===== config.mk =====
export PLATFORM = sky130hd
export DESIGN_NAME = av_selector_pipe_flat
export DESIGN_NICKNAME = d
export VERILOG_FILES = /design/src/rtl/av_selector_pipe_if.sv /design/src/rtl/av_selector_pipe.sv /design/src/flat_wrapper.sv
export SDC_FILE = /design/constraint.sdc
export NUM_CORES = 1
export LEC_CHECK = 0
export CAP_MARGIN = 10
export CORE_AREA = 4 4 42 80
export CTS_BUF_LIST = sky130_fd_sc_hd__clkbuf_8
export DETAILED_ROUTE_END_ITERATION = 7
export DIE_AREA = 0 0 46 84
export MAX_ROUTING_LAYER = met4
export PLACE_DENSITY = 0.64
export SKIP_LAST_GASP = 1
export SYNTH_ARGS = -nofsm -noshare
export SYNTH_HDL_FRONTEND = slang
export SYNTH_SLANG_ARGS = --single-unit

===== constraint.sdc =====
create_clock -name clk -period 3.2 [get_ports clk]
set_input_delay 0.32 -clock clk [delete_from_list [all_inputs] [get_ports clk]]
set_output_delay 0.32 -clock clk [all_outputs]
set_load 0.01 [all_outputs]

===== src/rtl/av_selector_pipe_if.sv =====
// ---------------------------------------------------------------------------
// av_selector_pipe_if
//   Signal bundle for the registered channel selector.
//   master : the data source / controller side (drives din, sel, strobes)
//   slave  : the selector itself (drives dout, dout_valid, sel_active, pending)
//
//   ce          pixel clock enable
//   din         CHANNELS packed words, channel k at din[k*WIDTH +: WIDTH]
//   din_valid   qualifies din in the current ce cycle
//   sel         requested channel
//   sel_load    capture sel into the pending select register
//   sel_apply   promote the pending select to active (only when ce=1)
//   inv         runtime output inversion toggle
//   dout        selected, possibly inverted, word
//   dout_valid  qualifier for dout
//   sel_active  select currently steering the pipeline
//   pending     a loaded select is waiting for an apply strobe
// ---------------------------------------------------------------------------
interface av_selector_pipe_if #(
    parameter int WIDTH    = 4,
    parameter int CHANNELS = 4,
    parameter int SEL_W    = 2
);
    logic                      ce;
    logic [CHANNELS*WIDTH-1:0] din;
    logic                      din_valid;
    logic [SEL_W-1:0]          sel;
    logic                      sel_load;
    logic                      sel_apply;
    logic                      inv;
    logic [WIDTH-1:0]          dout;
    logic                      dout_valid;
    logic [SEL_W-1:0]          sel_active;
    logic                      pending;

    modport master (
        output ce, din, din_valid, sel, sel_load, sel_apply, inv,
        input  dout, dout_valid, sel_active, pending
    );

    modport slave (
        input  ce, din, din_valid, sel, sel_load, sel_apply, inv,
        output dout, dout_valid, sel_active, pending
    );
endinterface


===== src/rtl/av_selector_pipe.sv =====
// ---------------------------------------------------------------------------
// av_selector_pipe
//   Registered, parametrised N:1 word selector with optional inversion.
//   The select is double-buffered: sel_load fills a pending register at any
//   time, and sel_apply (on a ce cycle) makes it active, so a switch only
//   takes effect at a boundary chosen by the controller. Data passes through
//   two ce-gated register stages (select/capture, then inversion).
//
//   Ports:
//     clk     system clock
//     nRESET  asynchronous active-low reset
//     bus     av_selector_pipe_if slave modport (see interface header)
// ---------------------------------------------------------------------------
module av_selector_pipe #(
    parameter int               WIDTH    = 4,
    parameter int               CHANNELS = 4,
    parameter int               SEL_W    = 2,
    parameter bit               INVERT   = 1'b1,
    parameter logic [WIDTH-1:0] FILL     = '0
) (
    input  logic                 clk,
    input  logic                 nRESET,
    av_selector_pipe_if.slave    bus
);

    logic [SEL_W-1:0] pend_sel_reg;
    logic [SEL_W-1:0] sel_active_reg;
    logic             pending_reg;

    logic [WIDTH-1:0] s1_data_reg;
    logic             s1_inv_reg;
    logic             s1_v_reg;
    logic [WIDTH-1:0] dout_reg;
    logic             dout_valid_reg;

    logic [WIDTH-1:0] chan_word [CHANNELS];
    logic [WIDTH-1:0] mux_word;

    // Unpack the flat input bus into per-channel words.
    generate
        for (genvar gi = 0; gi < CHANNELS; gi++) begin : g_unpack
            assign chan_word[gi] = bus.din[gi*WIDTH +: WIDTH];
        end
    endgenerate

    // Codes with no channel behind them (select >= CHANNELS) fall through to FILL.
    always_comb begin
        mux_word = FILL;
        for (int k = 0; k < CHANNELS; k++) begin
            if (int'(sel_active_reg) == k) begin
                mux_word = chan_word[k];
            end
        end
    end

    // Select double-buffer. sel_load is not ce-gated; sel_apply is.
    // A load coinciding with an apply bypasses the pending register so the
    // newest request wins.
    always_ff @(posedge clk or negedge nRESET) begin
        if (!nRESET) begin
            pend_sel_reg   <= '0;
            sel_active_reg <= '0;
            pending_reg    <= 1'b0;
        end else begin
            if (bus.sel_load) begin
                pend_sel_reg <= bus.sel;
            end
            if (bus.ce && bus.sel_apply && bus.sel_load) begin
                sel_active_reg <= bus.sel;
                pending_reg    <= 1'b0;
            end else if (bus.ce && bus.sel_apply && pending_reg) begin
                sel_active_reg <= pend_sel_reg;
                pending_reg    <= 1'b0;
            end else if (bus.sel_load) begin
                pending_reg    <= 1'b1;
            end
        end
    end

    // Two-stage pipeline. Stage 1 sees sel_active_reg before any same-cycle
    // apply, so a new select steers the following ce sample.
    always_ff @(posedge clk or negedge nRESET) begin
        if (!nRESET) begin
            s1_data_reg    <= '0;
            s1_inv_reg     <= 1'b0;
            s1_v_reg       <= 1'b0;
            dout_reg       <= '0;
            dout_valid_reg <= 1'b0;
        end else if (bus.ce) begin
            s1_data_reg    <= mux_word;
            s1_inv_reg     <= bus.inv ^ INVERT;
            s1_v_reg       <= bus.din_valid;
            dout_reg       <= s1_inv_reg ? ~s1_data_reg : s1_data_reg;
            dout_valid_reg <= s1_v_reg;
        end
    end

    assign bus.dout       = dout_reg;
    assign bus.dout_valid = dout_valid_reg;
    assign bus.sel_active = sel_active_reg;
    assign bus.pending    = pending_reg;

endmodule

===== src/flat_wrapper.sv =====
// flat-port wrapper written by rule: the top's interface ports become plain ports
module av_selector_pipe_flat 
#(
    parameter int               WIDTH    = 4,
    parameter int               CHANNELS = 4,
    parameter int               SEL_W    = 2,
    parameter bit               INVERT   = 1'b1,
    parameter logic [WIDTH-1:0] FILL     = '0
)
  (clk, nRESET, bus_ce, bus_din, bus_din_valid, bus_sel, bus_sel_load, bus_sel_apply, bus_inv, bus_dout, bus_dout_valid, bus_sel_active, bus_pending);
  av_selector_pipe_if #(.WIDTH(WIDTH), .CHANNELS(CHANNELS), .SEL_W(SEL_W)) bus_i ();
  input  logic clk;
  input  logic nRESET;
  input wire logic [$bits(bus_i.ce)-1:0] bus_ce;
  input wire logic [$bits(bus_i.din)-1:0] bus_din;
  input wire logic [$bits(bus_i.din_valid)-1:0] bus_din_valid;
  input wire logic [$bits(bus_i.sel)-1:0] bus_sel;
  input wire logic [$bits(bus_i.sel_load)-1:0] bus_sel_load;
  input wire logic [$bits(bus_i.sel_apply)-1:0] bus_sel_apply;
  input wire logic [$bits(bus_i.inv)-1:0] bus_inv;
  output wire logic [$bits(bus_i.dout)-1:0] bus_dout;
  output wire logic [$bits(bus_i.dout_valid)-1:0] bus_dout_valid;
  output wire logic [$bits(bus_i.sel_active)-1:0] bus_sel_active;
  output wire logic [$bits(bus_i.pending)-1:0] bus_pending;
  assign bus_i.ce = bus_ce;
  assign bus_i.din = bus_din;
  assign bus_i.din_valid = bus_din_valid;
  assign bus_i.sel = bus_sel;
  assign bus_i.sel_load = bus_sel_load;
  assign bus_i.sel_apply = bus_sel_apply;
  assign bus_i.inv = bus_inv;
  assign bus_dout = bus_i.dout;
  assign bus_dout_valid = bus_i.dout_valid;
  assign bus_sel_active = bus_i.sel_active;
  assign bus_pending = bus_i.pending;
  av_selector_pipe #(.WIDTH(WIDTH), .CHANNELS(CHANNELS), .SEL_W(SEL_W), .INVERT(INVERT), .FILL(FILL)) u_core (.clk(clk), .nRESET(nRESET), .bus(bus_i));
endmodule

### Yosys cells after proc, flatten, opt, wreduce, memory -nomap -nowiden

Cells that the tools add are included.

* register bits: 16
* bits of input ports: 25
* output and inout bits: 8

* eq/ne operators: 3
* mux-type cells: 10
* bitwise operators: 2
* reductions and logical operators: 6

Operator list (number)
* $mux 4: 5
* $eq 2x2->1 const B: 2
* $mux 2: 2
* $not 4->4: 1
* $logic_and 1x1->1: 3
* $mux 1: 3
* $reduce_bool 3->1: 1
* $eq 2x1->1 const B: 1
* $logic_not 2->1: 1
* $reduce_bool 2->1: 1
* $not 1->1: 1

### Logic depth before layout (Yosys ltp)

Gate-level depths: netlist of run 1.

* depth in word-level cells: 5
* gate-level depth with buffers: 4

### Least setup slack after synthesis of run 1

Ideal clock, no wire load.

* path type: register to register
* from: register u_core.sel_active_reg[0], in the netlist u_core.bus.sel_active[0]
* to: register u_core.s1_data_reg[3]
* setup time: 138 ps
* data arrival time: 988 ps
* required time: 3062 ps
* path slack: 2074 ps
* cell stages (with the launch flop): 5
* path buffers: 1
* period minus slack after synthesis: 1126 ps
* cell sequence: dfrtp_1 buf_6 mux2_4 nand2_1 o221ai_1

* word-level cells in the longest chain between the ends: 5

RTL lines
* start, declared: line av_selector_pipe.sv:27 `logic [SEL_W-1:0] sel_active_reg;`
* start signal, assigned: line av_selector_pipe.sv:69 `sel_active_reg <= bus.sel;`
* start signal, assigned: line av_selector_pipe.sv:72 `sel_active_reg <= pend_sel_reg;`
* $logic_not 2->1: line av_selector_pipe.sv:50 `if (int'(sel_active_reg) == k) begin`
* $mux 4 (3 in a row): line av_selector_pipe.sv:50
* $mux 4 *: line av_selector_pipe.sv:50
* end signal, assigned: line av_selector_pipe.sv:90 `s1_data_reg <= mux_word;`
* end, declared: line av_selector_pipe.sv:30 `logic [WIDTH-1:0] s1_data_reg;`

Every way passes the cells marked *; elsewhere a longest branch is shown, timed or not.
A chain may end at the register's enable or synchronous reset.

### Worst setup path after layout of run 1

* from: register u_core.sel_active_reg[0], in the netlist u_core.bus.sel_active[0]
* to: output port bus_sel_active[0]

RTL lines
* end, declared: line flat_wrapper.sv:23 `output wire logic [$bits(bus_i.sel_active)-1:0] bus_sel_active;`

No word-level cell between the ends.

==> summary.md, run 1 <==
| Metric | Value |
|---|---|
| Status | finished clean |
| Most frequent cells in the layout | clkdlybuf4s50_1 (32), dfrtp_1 (16), nand2_1 (8) |
| Fmax | approximately 540 MHz |
| Most common cell after layout, fill and taps aside | clkdlybuf4s50_1 |
| # clock sinks | 16 |
| Final worst path period share | between 50% and 60% |
| Power density over the cells | 524 nW/um^2 |
| Crit path buf inv count | 1 |
| TritonCTS clock tree | yes |
| # setup viols final | 0 |
| Non-filler cells, final | 132 |
| All-Layer GR Usage | 9.35% |
| Remaining DRCs | 0 |
| Iter 0 DRT Violations | 3 |
| HPWL after detailed placement | 1380 um |
| WL final | 1630 um |
| Setup_tns | 0 ns |
| Final Util | 42.1% |
| Worst setup SP type | register |
| DP Cell Count | 128 |
| Buffers inserted by post-CTS timing repair | 0 |
| Via count | 629 |
| Post-Syn Area | 785 um^2 |
| Die Height | 84 um |
| Global-route wire length before repair | 2660 um |
| Internal Power | 456 uW |
| Sw Share | 25.4% |
| Footprint of the multi-input gates | ~340 um^2 |
| Most area-consuming cells after synthesis | dfrtp_1 (51%), mux2_4 (7.7%), mux2i_1 (5.1%), o221ai_1 (4.5%), xnor2_1 (4.5%) |
| CTS-repair resized insts | 0 |
| Slowest CP cell | dfrtp_1 |
| Critical Path Max Stage Delay | 0.65 ns |
| Worst-path cell chain | clkdlybuf4s50_1 |
| Comb power frac | 27.0% |
| Leak | 0.000494 uW |
| Arr. time, crit path | 1.53 ns |
| Standard-cell rows | 27 |
| # hold bufs at CTS | 0 |
| Required time of the critical path | 2.88 ns |
| # nets final | 129 |
| Routability cong. | between 0.7 and 0.8 |
| RSZ-0062 raised after global routing | no |
| Setup Skew | around 0.00033 ns |
| Antenna violations before repair | 0 |
| Worst vdd ir | between 0.2 and 0.3 mV |
| Post-Syn Area per Cell | between 10 and 15 um^2 |
| Yosys top cell area share | between 50% and 60% |
| Reg clk slew, reported paths | 0.06 ns |
| Initial DRT Pass Iterations | 2 |
| HP Class | primary input to async pin |
| PortBufs | 32 |
| Synthesis Warnings | 0 |
| CTS buffer count | 3 |
| Vias per Instance | ~4.8 |
| CP Max Fanout | 10 |
| Slew Limit Fails | 0 |
| Endpoint class of the critical path | primary output |
| CTS H-tree lvls | 1 |
| Chip Width | roughly 46 um |
| IO Pins | 33 |
| Worst-skew pair later-pin latency | 0.24 ns |
| Register area | 400 um^2 |
| Register share of total power | ~44% |
| Distinct cells, synth | 19 |
| Synth area leader | dfrtp_1 |
| WL/cell | approximately 12 um |
| Initial Util | 28.3% |
| Synth-to-layout area growth | 48.8% |
| Worst-margin pin slew | about 0.7 ns |
| Clock share of power | around 29% |
| Final global-route overflow total | 0 |
| Core area | 2770 um^2 |
| Minimum clock period | 1.85 ns |
| Diodes inserted | 0 |
| Full die area | between 3000 and 4000 um^2 |
| NetSw | about 160 uW |
| Max_slew headroom | 53.8% |
| Cells after synthesis | 71 |
| Fill count | 283 |
| Seq/Total Area, Yosys | between 50 and 60% |
| Fin. Hold Viols | 0 |
| Number of max-cap violations | 0 |
| #FFs+latches synth | 16 |
| Share of post-route cells with drive strength above 1 | between 9 and 10% |
| Vias in the first global route | 670 |
| CTS Buffer Depth | 2 |
| Largest net degree at the start of global routing | 21 |
| CP top delay family | flip-flops |
| DRT antenna net count | 0 |
| Clock root buffer | clkbuf_8 |
| Critical path type | register to primary output |
| Syn_nets | 96 |
## cells by family after synthesis
logic type             Yosys count  synth area share [%]
AO/OA/AOI/OAI                   17                  14.7
XOR/XNOR                         4                  4.47
flip-flops                      16                  51.0
multiplexers                    10                  15.6
AND/OR/NAND/NOR                 16                  8.61
buffers and inverters            8                  5.58
## Yosys cell counts
cell type / n
nor2_1: 5
dfrtp_1: 16
buf_6: 1
buf_2: 2
xnor2_1: 4
o221ai_1: 4
o211ai_1: 1
o21a_1: 1
mux2_4: 4
inv_1: 4
a22oi_1: 2
mux2_2: 2
a21o_1: 2
mux2i_1: 4
a21oi_1: 5
buf_4: 1
nor2b_1: 3
o21ai_0: 2
nand2_1: 8
## power groups by stage
stage          registers, uW  clock network, uW  logic, uW
2_1_floorplan            271                  0       87.7
3_3_place_gp             275                  0        165
3_5_place_dp             276                  0        168
4_1_cts                  273                179        169
5_1_grt                  278                187        184
6_report                 271                175        165
## per-stage QoR
step           cell area (um^2)  setup slack, ns  hold slack (ns)  total power, uW
4_1_cts                    1170             1.33            0.519              621
5_1_grt                    1170             1.28            0.534              649
3_5_place_dp               1110             1.42            0.507              445
6_report                   1170             1.35            0.492              612
3_3_place_gp               1110             1.47            0.486              440
2_1_floorplan               785             2.07           0.0244              359
## layer usage
metal  vias up  share of wire [%]  track usage (%)
met2        21                 59             17.6
met5         -                  0                -
met1       297                 35             8.25
met3         2                5.8             2.16
met4         0               0.31             3.11
li1        309                  -                -
## final cells by class
class,instances,share of cell area (%)
sequential,16,34.3
multi-input combinational,47,29.2
timing repair buffer,32,27.4
clock buffer,4,4.72
tap,29,3.11
inverter,4,1.29
## worst register-to-register path: cells and delay by family (launching register included)
kind | cells | cell delay [ns]
compound gates | 1 | 0.10
mux | 1 | 0.35
flops | 1 | 0.65
simple gates | 1 | 0.07
## final timing paths
kind	from	endpoint	slack, ns	cells after the start
min in group clk	u_core.s1_v_reg	u_core.s1_v_reg	0.51	1
worst min register to register	u_core.s1_v_reg	u_core.s1_v_reg	0.51	1
worst min-delay path	nRESET	u_core.pend_sel_reg[0]	0.49	1
worst max register to register	u_core.bus.sel_active[0]	u_core.s1_data_reg[1]	1.90	3
worst max-delay path	u_core.bus.sel_active[0]	bus_sel_active[0]	1.35	1
max in group asynchronous	nRESET	u_core.bus.dout[2]	2.27	1
No activity file was read; power rests on OpenSTA's default activity.
==> inputs of run 2 (changes only) <==
==> constraint.sdc (replaced) <==
create_clock -name clk -period 1.8 [get_ports clk]
set_input_delay 0.18 -clock clk [delete_from_list [all_inputs] [get_ports clk]]
set_output_delay 0.18 -clock clk [all_outputs]
set_load 0.01 [all_outputs]
==> run 2 against run 1 <==
Compared with the run above: combinational power is 88% higher; total power rose by 80%; wire length grew 4.5%; critical path type unchanged; final area up 1.9%; global-route usage up 0.13 points; final cell count increased by 2.3%; hold slack worse by 0.24 ns; non-clock buffer count rose by 3; sequential share of layout area is 0.65 points lower; die area stayed put.
==> summary.md, run 2 (synthesized netlist as in run 1, its figures left out) <==
| Metric | Value |
|---|---|
| Status | finished clean |
| Routability cong. | 0.724 (-2.8%) |
| Slowest CP cell | clkdlybuf4s50_1 |
| Worst vdd ir | 0.439 mV (+59%) |
| # hold bufs at CTS | 0 (unchanged) |
| Max_slew headroom | 75.3% (+21 points) |
| Largest net degree at the start of global routing | 17 (-19%) |
| PortBufs | 32 (unchanged) |
| RSZ-0062 raised after global routing | no |
| Via count | 645 (+2.5%) |
| Global-route wire length before repair | 2680 um (+0.53%) |
| Reg clk slew, reported paths | 0.06 ns (about the same) |
| Setup crit start | u_core.bus.sel_active[0] |
| Chip Width | 46 um (unchanged) |
| Endpoint class of the critical path | primary output |
| Final global-route overflow total | 0 (unchanged) |
| Standard-cell rows | 27 (unchanged) |
| All-Layer GR Usage | 9.48% (+0.13 points) |
| CTS H-tree lvls | 1 (unchanged) |
| CTS buffer count | 3 (unchanged) |
| Placed cell area | 1130 um^2 (+2.0%) |
| Fill count | 288 (+1.8%) |
| # setup viols final | 0 (unchanged) |
| Final worst path period share | 89.1% |
| Critical path type | register to primary output |
| Worst-skew pair later-pin latency | 0.24 ns (about the same) |
| Buffers inserted by post-CTS timing repair | 0 (unchanged) |
| Worst-margin pin slew | 0.371 ns (-0.320 ns) |
| CP Max Fanout | 8 (-2) |
| TritonCTS clock tree | yes |
| Most frequent cells in the layout | clkdlybuf4s50_1 (32), dfrtp_1 (16), nand2_1 (8) |
| R2r endpoint | u_core.s1_data_reg[1] |
| Initial Util | 28.3% (unchanged) |
| WL final | 1700 um (+4.5%) |
| Remaining DRCs | 0 (unchanged) |
| Number of max-cap violations | 0 (unchanged) |
| Diodes inserted | 0 (unchanged) |
| Vias per Instance | 4.78 (+0.26%) |
| CP top delay family | buffers and inverters |
| DP Cell Count | 131 (+2.3%) |
| Vias in the first global route | 649 (-3.1%) |
| Arr. time, crit path | 1.42 ns (-0.11 ns) |
| Critical Path Max Stage Delay | 0.62 ns (-0.03 ns) |
| Worst-path cell chain | clkdlybuf4s50_1 |
| Worst setup SP type | register |
| HP Class | primary input to async pin |
| WL/cell | 12.6 um (+2.2%) |
| Fmax | 623 MHz |
| IO Pins | 33 (unchanged) |
| Total stage count of the critical path | 1 (unchanged) |
| Initial DRT Pass Iterations | 3 (+1) |
| Share of post-route cells with drive strength above 1 | 12.3% (+2.6 points) |
| Post-route cell area | 1190 um^2 (+1.9%) |
| Non-filler cells, final | 135 (+2.3%) |
| Crit path buf inv count | 1 (unchanged) |
| Antenna violations before repair | 0 (unchanged) |
| DRT antenna net count | 0 (unchanged) |
| # nets final | 132 (+2.3%) |
| CTS-repair resized insts | 0 (unchanged) |
| Clock root buffer | clkbuf_8 |
| Die Height | 84 um (unchanged) |
| Final Util | 43.0% (+0.81 points) |
| Synth-to-layout area growth | 51.7% |
| Full die area | 3860 um^2 (unchanged) |
| # clock sinks | 16 (unchanged) |
| Leak | 0.000508 uW (+3.0%) |
| Most common cell after layout, fill and taps aside | clkdlybuf4s50_1 |
| Total Power | 1100 uW (+80%) |
| R2R depth | 3 (unchanged) |
| Setup_tns | 0 ns (unchanged) |
| Reg2reg setup slack | 0.48 ns (-1.42 ns) |
| Iter 0 DRT Violations | 10 (+7) |
| Minimum clock period | about 1.6 ns |
| Core area | 2770 um^2 (unchanged) |
| Reg2reg start | u_core.bus.sel_active[0] |
| CTS Buffer Depth | 2 (unchanged) |
| HPWL after detailed placement | 1380 um (-0.25%) |
| Required time of the critical path | 1.62 ns (-1.26 ns) |
| Slew Limit Fails | 0 (unchanged) |
| Fin. Hold Viols | 0 (unchanged) |
| Setup Skew | 0.00173 ns (+0.00140 ns) |
| Power density over the cells | 925 nW/um^2 (+77%) |
run 2: worst max-delay path by stage:
stage,slack [ns],to
floorplan,0.67,u_core.s1_data_reg[3]
global placement,0.41,u_core.s1_data_reg[1]
detailed placement,0.38,u_core.s1_data_reg[3]
CTS,0.17,bus_sel_active[0]
global route,0.12,bus_sel_active[0]
finish,0.20,bus_sel_active[0]
run 2: stage by stage:
stage               setup WS [ns]  hold slack [ns]
CTS                         0.175            0.251
global placement            0.412            0.489
finish                      0.196            0.249
global route                0.124            0.253
floorplan                   0.674           -0.116
detailed placement          0.375            0.499
run 2: layout make-up:
cell class | count | area (um^2) | share of cell area (%)
repair buffers | 35 | 343 | 28.8
flip-flops and latches | 16 | 400 | 33.6
multi-input cells | 47 | 340 | 28.6
inverters | 4 | 15.0 | 1.26
well taps | 29 | 36.3 | 3.05
clock buffers | 4 | 55.1 | 4.63
run 2: report_power, final:
group | total, uW | switching (uW) | leakage, uW | internal (uW)
registers | 479 | 55.0 | 0.000188 | 424
clock network | 311 | 117 | 0.0000288 | 194
logic | 311 | 110 | 0.000291 | 200
run 2: metal layers:
metal / track usage, % / vias to the layer above / routed length [um]
met5: - / - / 0
met1: 8.27 / 308 / 578
met4: 1.55 / 0 / 0
li1: - / 318 / -
met3: 2.16 / 0 / 76
met2: 18.7 / 19 / 1040
==> inputs of run 3 (changes only) <==
--- a/config.mk
+++ b/config.mk
@@ -5,7 +5,7 @@
 export SDC_FILE = /design/constraint.sdc
 export NUM_CORES = 1
 export LEC_CHECK = 0
-export CAP_MARGIN = 10
+export CAP_MARGIN = 20
 export CORE_AREA = 4 4 42 80
 export CTS_BUF_LIST = sky130_fd_sc_hd__clkbuf_8
 export DETAILED_ROUTE_END_ITERATION = 7
==> results of run 3 <==
No change in the layout: final DEF, timing and power equal those of run 2.
